**config.mk**
```make
export PLATFORM = sky130hd
export DESIGN_NAME = dmem_bridge
export DESIGN_NICKNAME = d
export VERILOG_FILES = /design/src/rtl/dmem_bridge_pkg.sv /design/src/rtl/dmem_bridge.sv
export SDC_FILE = /design/constraint.sdc
export NUM_CORES = 1
export LEC_CHECK = 0
export ABC_AREA = 1
export BUFFER_PORTS_ARGS = -buffer_cell sky130_fd_sc_hd__buf_2
export CAP_MARGIN = 30
export CORE_UTILIZATION = 32
export DETAILED_ROUTE_END_ITERATION = 10
export PLACE_DENSITY = 0.55
export SETUP_SLACK_MARGIN = 0.3
export SYNTH_ARGS = -nofsm -noshare
export SYNTH_HDL_FRONTEND = slang
export SYNTH_SLANG_ARGS = --single-unit
```
**constraint.sdc**
```tcl
create_clock -name clk -period 4.2 [get_ports clk]
set_clock_uncertainty 0.2 [all_clocks]
set_input_delay 0.21 -clock clk [delete_from_list [all_inputs] [get_ports clk]]
set_output_delay 0.21 -clock clk [all_outputs]
set_load 0.02 [all_outputs]
```
**src/rtl/dmem_bridge_pkg.sv**
```systemverilog
// Shared types and constants for the data-memory bridge.
package dmem_bridge_pkg;

  typedef enum logic [1:0] {
    IDLE = 2'd0,
    BUSY = 2'd1,
    DONE = 2'd2
  } state_t;

  localparam int         DEF_TIMEOUT = 255;
  localparam logic [1:0] ALIGN_MASK  = 2'b11;

  function automatic logic is_misaligned(input logic [1:0] lsb);
    return (lsb & ALIGN_MASK) != 2'b00;
  endfunction

endpackage

```
**src/rtl/dmem_bridge.sv**
```systemverilog
// Turns the core's single-cycle data memory command into a req/ack bus
// transaction, stalling the core until data or write completion is available.
//
// state | meaning
// IDLE  | waiting for core_mem_en; stall follows core_mem_en
// BUSY  | bus_req held until ack or timeout
// DONE  | result presented to core for one cycle, stall released
module dmem_bridge
  import dmem_bridge_pkg::*;
#(
  parameter int TIMEOUT = DEF_TIMEOUT,
  parameter int TO_W    = 8
) (
  input  logic        clk,
  input  logic        rst,
  input  logic        core_mem_en,
  input  logic        core_mem_wr,
  input  logic [31:0] core_mem_addr,
  input  logic [31:0] core_mem_wdata,
  output logic [31:0] core_mem_rdata,
  output logic        core_stall,
  output logic        core_err,
  output logic        err_sticky,
  output logic        bus_req,
  output logic        bus_we,
  output logic [31:0] bus_addr,
  output logic [31:0] bus_wdata,
  input  logic        bus_ack,
  input  logic [31:0] bus_rdata,
  input  logic        bus_err
);

  localparam logic [TO_W-1:0] TO_LAST = TO_W'(TIMEOUT - 1);

  state_t          r_state;
  logic [31:2]     r_addr;
  logic [31:0]     r_wdata;
  logic            r_wr;
  logic            r_err;
  logic [31:0]     r_rdata;
  logic            r_sticky;
  logic [TO_W-1:0] r_cnt;

  state_t          w_next;
  logic            w_done_set;
  logic            w_done_err;
  logic [31:0]     w_done_rdata;

  always_comb begin
    w_next       = r_state;
    core_stall   = 1'b0;
    core_err     = 1'b0;
    bus_req      = 1'b0;
    w_done_set   = 1'b0;
    w_done_err   = 1'b0;
    w_done_rdata = '0;
    case (r_state)
      IDLE: begin
        core_stall = core_mem_en;
        if (core_mem_en) begin
          if (is_misaligned(core_mem_addr[1:0])) begin
            w_next     = DONE;
            w_done_set = 1'b1;
            w_done_err = 1'b1;
          end else begin
            w_next = BUSY;
          end
        end
      end
      BUSY: begin
        bus_req    = 1'b1;
        core_stall = 1'b1;
        // An ack in the final allowed cycle still completes normally.
        if (bus_ack) begin
          w_next       = DONE;
          w_done_set   = 1'b1;
          w_done_err   = bus_err;
          w_done_rdata = r_wr ? 32'h0 : bus_rdata;
        end else if (r_cnt == TO_LAST) begin
          w_next     = DONE;
          w_done_set = 1'b1;
          w_done_err = 1'b1;
        end
      end
      DONE: begin
        core_err = r_err;
        w_next   = IDLE;
      end
      default: w_next = IDLE;
    endcase
  end

  always_ff @(posedge clk) begin
    if (rst) begin
      r_state  <= IDLE;
      r_addr   <= '0;
      r_wdata  <= '0;
      r_wr     <= 1'b0;
      r_err    <= 1'b0;
      r_rdata  <= '0;
      r_sticky <= 1'b0;
      r_cnt    <= '0;
    end else begin
      r_state <= w_next;
      if (r_state == IDLE && core_mem_en) begin
        r_addr  <= core_mem_addr[31:2];
        r_wdata <= core_mem_wdata;
        r_wr    <= core_mem_wr;
      end
      if (r_state == BUSY) r_cnt <= r_cnt + 1'b1;
      else                 r_cnt <= '0;
      if (w_done_set) begin
        r_rdata <= w_done_rdata;
        r_err   <= w_done_err;
        if (w_done_err) r_sticky <= 1'b1;
      end
    end
  end

  assign core_mem_rdata = r_rdata;
  assign err_sticky     = r_sticky;
  assign bus_we         = r_wr;
  assign bus_addr       = {r_addr, 2'b00};
  assign bus_wdata      = r_wdata;

endmodule

```
* Yosys cells after proc, flatten, opt, wreduce, memory -nomap -nowiden
Cells that the tools add are included.
** Storage, ports and cells
- Register bits after elaboration :: 107
- Input port bits :: 102
- Output and inout port bits :: 101
- Logic and storage cells :: 39
** Cells by class
- Add/subtract/negate cells :: 1
- Equal/unequal tests :: 5
- Multiplexer cells :: 18
- Bitwise operators :: 1
- Reductions and logical operators :: 6
** Operator list (count)
- $mux W32 :: 3
- $add A8 B1 Y8 const B :: 1
- $eq A8 B8 Y1 const B :: 1
- $mux W2 :: 4
- $mux W1 :: 7
- $pmux W1 S2 :: 3
- $pmux W2 S2 :: 1
- $reduce_and A2 Y1 :: 2
- $ne A3 B3 Y1 const B :: 1
- $eq A2 B1 Y1 const B :: 1
- $eq A2 B2 Y1 const B :: 1
- $logic_not A2 Y1 :: 1
- $ne A2 B2 Y1 const B :: 1
- $reduce_bool A2 Y1 :: 1
- $reduce_or A2 Y1 :: 1
- $logic_and A1 B1 Y1 :: 1
- $not A1 Y1 :: 1

* Depth between registers and ports, before layout
- Depth in word-level cells :: 5
- Depth in mapped cells :: 10
- Mapped depth without buffers :: 10

* Worst setup path before layout
OpenSTA, ideal clock, no wires.
- Path type :: register to register
- Start :: reg r_cnt[0]
- End :: reg r_rdata[10] (netlist: core_mem_rdata[10])
- Library setup time :: 132 ps
- Arrival :: 1134 ps
- Slack :: 2733 ps
- Cell stages (with the launch flop) :: 11
- Buffers on the path :: 1
- Period minus slack after synthesis :: 1467 ps
- Cells stage by stage :: dfxtp_1 -> inv_1 -> ha_1 -> nand2_1 -> nor2_1 -> nand2_1 -> nand2_1 -> nand2_4 -> buf_6 -> nand3_1 -> a21oi_1
** On the way
- Cells in the longest elaborated chain, start to end :: 4
** RTL lines
- start, declared :: line dmem_bridge.sv:42 : logic [TO_W-1:0] r_cnt;
- start signal, assigned :: line dmem_bridge.sv:110 : if (r_state == BUSY) r_cnt <= r_cnt + 1'b1;
- $eq A8 B8 Y1 :: line dmem_bridge.sv:79 : end else if (r_cnt == TO_LAST) begin
- $mux W1 :: line dmem_bridge.sv:79
- $mux W1 :: line dmem_bridge.sv:74 : if (bus_ack) begin
- $pmux W1 S2 :: line dmem_bridge.sv:57 : case (r_state)
- end signal, assigned :: line dmem_bridge.sv:113 : r_rdata <= w_done_rdata;
- end, declared :: line dmem_bridge.sv:40 : logic [31:0] r_rdata;
Every way passes these cells.
A chain may end at the register's enable or synchronous reset.

* Worst setup path after layout
- Start :: reg r_state[0]
- End :: out core_stall
** On the way
- Cells in the longest elaborated chain, start to end :: 2
** RTL lines
- start, declared :: line dmem_bridge.sv:35 : state_t r_state;
- start signal, assigned :: line dmem_bridge.sv:104 : r_state <= w_next;
- $eq A2 B1 Y1 or $logic_not A2 Y1 (tied branches) :: line dmem_bridge.sv:57
- $pmux W1 S2 * :: line dmem_bridge.sv:57
- end, declared :: line dmem_bridge.sv:21 : output logic core_stall,
Mark *: on every way between the ends. The rest lies on a longest branch, timed or not.

==> run metrics <==
Post-synth EDFFs 0; Starting Density 33.3%; core footprint between 10000 and 15000 um^2; Vias 4295; Post-synth ARST share 0%; TritonCTS clock tree yes; die width 115 um; total CTS buffers 9; Metal-1 WL 5.09 mm; root buffer cell clkbuf_16; Tcrit/Tclk final 54.1%; Worst-Skew Late Latency 340 ps; startpoint types register; Hold Fails Final Rpt 0; Max Cap Violations 0; Remaining Overflow, GRT 0; unrepaired setup endpoints after global routing no; CP Capture Type output port; Final Critical Period 2270 ps; vias per cell 4.54; Die Ht 115 um; detailed-route wire length around 12 mm; area share of the largest cell type after synthesis 52.7%; routed wl met3 about 920 um; outcome finished clean; maximum number of pins on one net before global-route repair 65; Residual DRC 0; max-slew violation total from the final report 0; Top delay family on crit path simple AND/OR/NAND/NOR gates; Placement Rows 40; Worst path slowest cell nor2_4; Power Density 365 nW/um^2; Final #Nets 876; ANT cells 0; io pins about 200; antenna violations before repair 0; commonest cells after routing, fill and taps aside buf_2, nor2_1, dfxtp_1, dlygate4sd3_1, nand3_1; drt pass-1 iters 4; Cell Chain, Critical Path inv_2, nor2_4, inv_2, nand2_1, buf_2; hold crit path type in -> reg; full die area around 13000 um^2; area delta synth->final 53.8%; clock transition at the registers of the reported paths ~70 ps; worst path bufs/invs 3; Worst VDD drop 0.198 mV; pre-CTS setup slack 1910 ps; DR top layer met4; global-route wire length before repair 19.2 mm; leading post-synthesis cells by cell area dfxtp_1, nor2_1, nand3_1; setup violators final 0; sum of negative setup slack 0 ps; CP Data Required Time 3790 ps; layout cell share with drive strength beyond 1 30.0%; number of global-route vias before repair 4214; Sink Count 107; initial DRC count 294; most frequent CP cell inv_2; port bufs 200; dpl hpwl roughly 7.3 mm; Critical Path AT ~1900 ps; most common cell after layout, fill and taps aside buf_2; syn_area_per_cell ~8.1 um^2; Max Fanout on Critical Path 36; routability congestion estimate a little over 0.7; fmax approximately 440 MHz; WL/cell 12.7 um; largest area contributor in the netlist dfxtp_1; post-synthesis sequential area ratio around 53%; Worst path max stage delay roughly 640 ps; LEAKAGE a little under 3 nW; relative slew slack 43.5%; DR WL met2 5.75 mm; worst-margin pin slew 845 ps; FF+latch count, synth 107; Synth Instances 500; Syn. warnings 0; gr usage total about 19%; ys flop type dfxtp_1; Synth Cell Area about 4000 um^2; Worst Setup Path Type reg -> out; deepest clock path buffer count 2; final worst slack slightly below 2000 ps; Post-CTS Setup Inserts 0; Cell variety after synth 27; H-tree depth 3; remaining antenna violation count 0
[cells in the mapped netlist (all sizes together) (2+ instances only)]
cell type,count
nor2,142
dfxtp,107
nand3,68
o21ai,65
a21oi,35
buf,32
nand2,21
inv,14
clkbuf,6
ha,2
xor2,2
[per-layer routing]
metal / vias to the layer above / GRT usage (%)
met4: 0 / 7.79
met3: 26 / 5.45
li1: 2178 / -
met5: - / 0
met2: 175 / 32.4
met1: 1916 / 21.0
[stage by stage]
| step | area (um^2) | instances | power [mW] | hold WS [ps] | utilization [%] |
|---|---|---|---|---|---|
| after global routing | 6250 | 945 | 2.40 | 54.3 | 51.2 |
| after floorplan | 4070 | 501 | 1.34 | 145 | - |
| after global placement | 5010 | 833 | 1.45 | 232 | 41.0 |
| after CTS | 6250 | 945 | 2.31 | 43.4 | 51.2 |
| after detailed placement | 5030 | 834 | 1.46 | 237 | 41.2 |
| final | 6250 | 945 | 2.28 | 60.6 | 51.2 |
[cells by family after synthesis]
family | Yosys count | share of synthesized area [%]
AOI/OAI and AO/OA | 101 | 12.5
xor gates and xnor gates | 3 | 0.647
adders and majority gates | 2 | 0.616
buffers and inverters | 52 | 8.32
DFF | 107 | 52.7
other | 1 | 0.0923
and+or+nand+nor | 234 | 25.1
[worst reg2reg max path: cells and delay by family (launching register included)]
kind	cells	cell delay, ps
AOI/OAI and AO/OA	1	110
buffers and inverters	1	60
DFF	1	410
and+or+nand+nor	4	1290
[final timing paths]
check                                start         end  slack [ps]  cells past startpoint
worst max-delay path            r_state[0]  core_stall        1930                      5
worst min-delay path               bus_err       r_err          60                      5
worst max register to register  r_state[0]       r_err        2060                      6
worst min register to register    r_cnt[0]    r_cnt[0]         260                      1
[where the power goes]
| part | total, mW | switching [mW] | internal [mW] |
|---|---|---|---|
| logic | 0.403 | 0.234 | 0.169 |
| registers | 1.10 | 0.0303 | 1.07 |
| clock network | 0.774 | 0.359 | 0.415 |
| total | 2.28 | 0.623 | 1.66 |
[registers in the layout, indices dropped and copies added, names as in the netlist]
register and count:
core_mem_rdata 32, r_state 2, bus_we 1, bus_wdata 32
r_err 1, r_cnt 8, r_addr 30, err_sticky 1
[final cells by class]
cell class                      count  area [um^2]
Clock buffer                       11          243
Clock inverter                      5         28.8
Fill cell                        1181         5960
Inverter                           14         57.6
Multi-Input combinational cell    342         1590
Sequential cell                   107         2140
Tap cell                          168          210
Timing Repair Buffer              298         1980
[repair_timing]
action	4_1_cts	5_1_grt
hold buffers	95	0
gates resized for setup	0	0
endpoints found under the hold margin	95	0
Power figures use the tool's default switching activity.
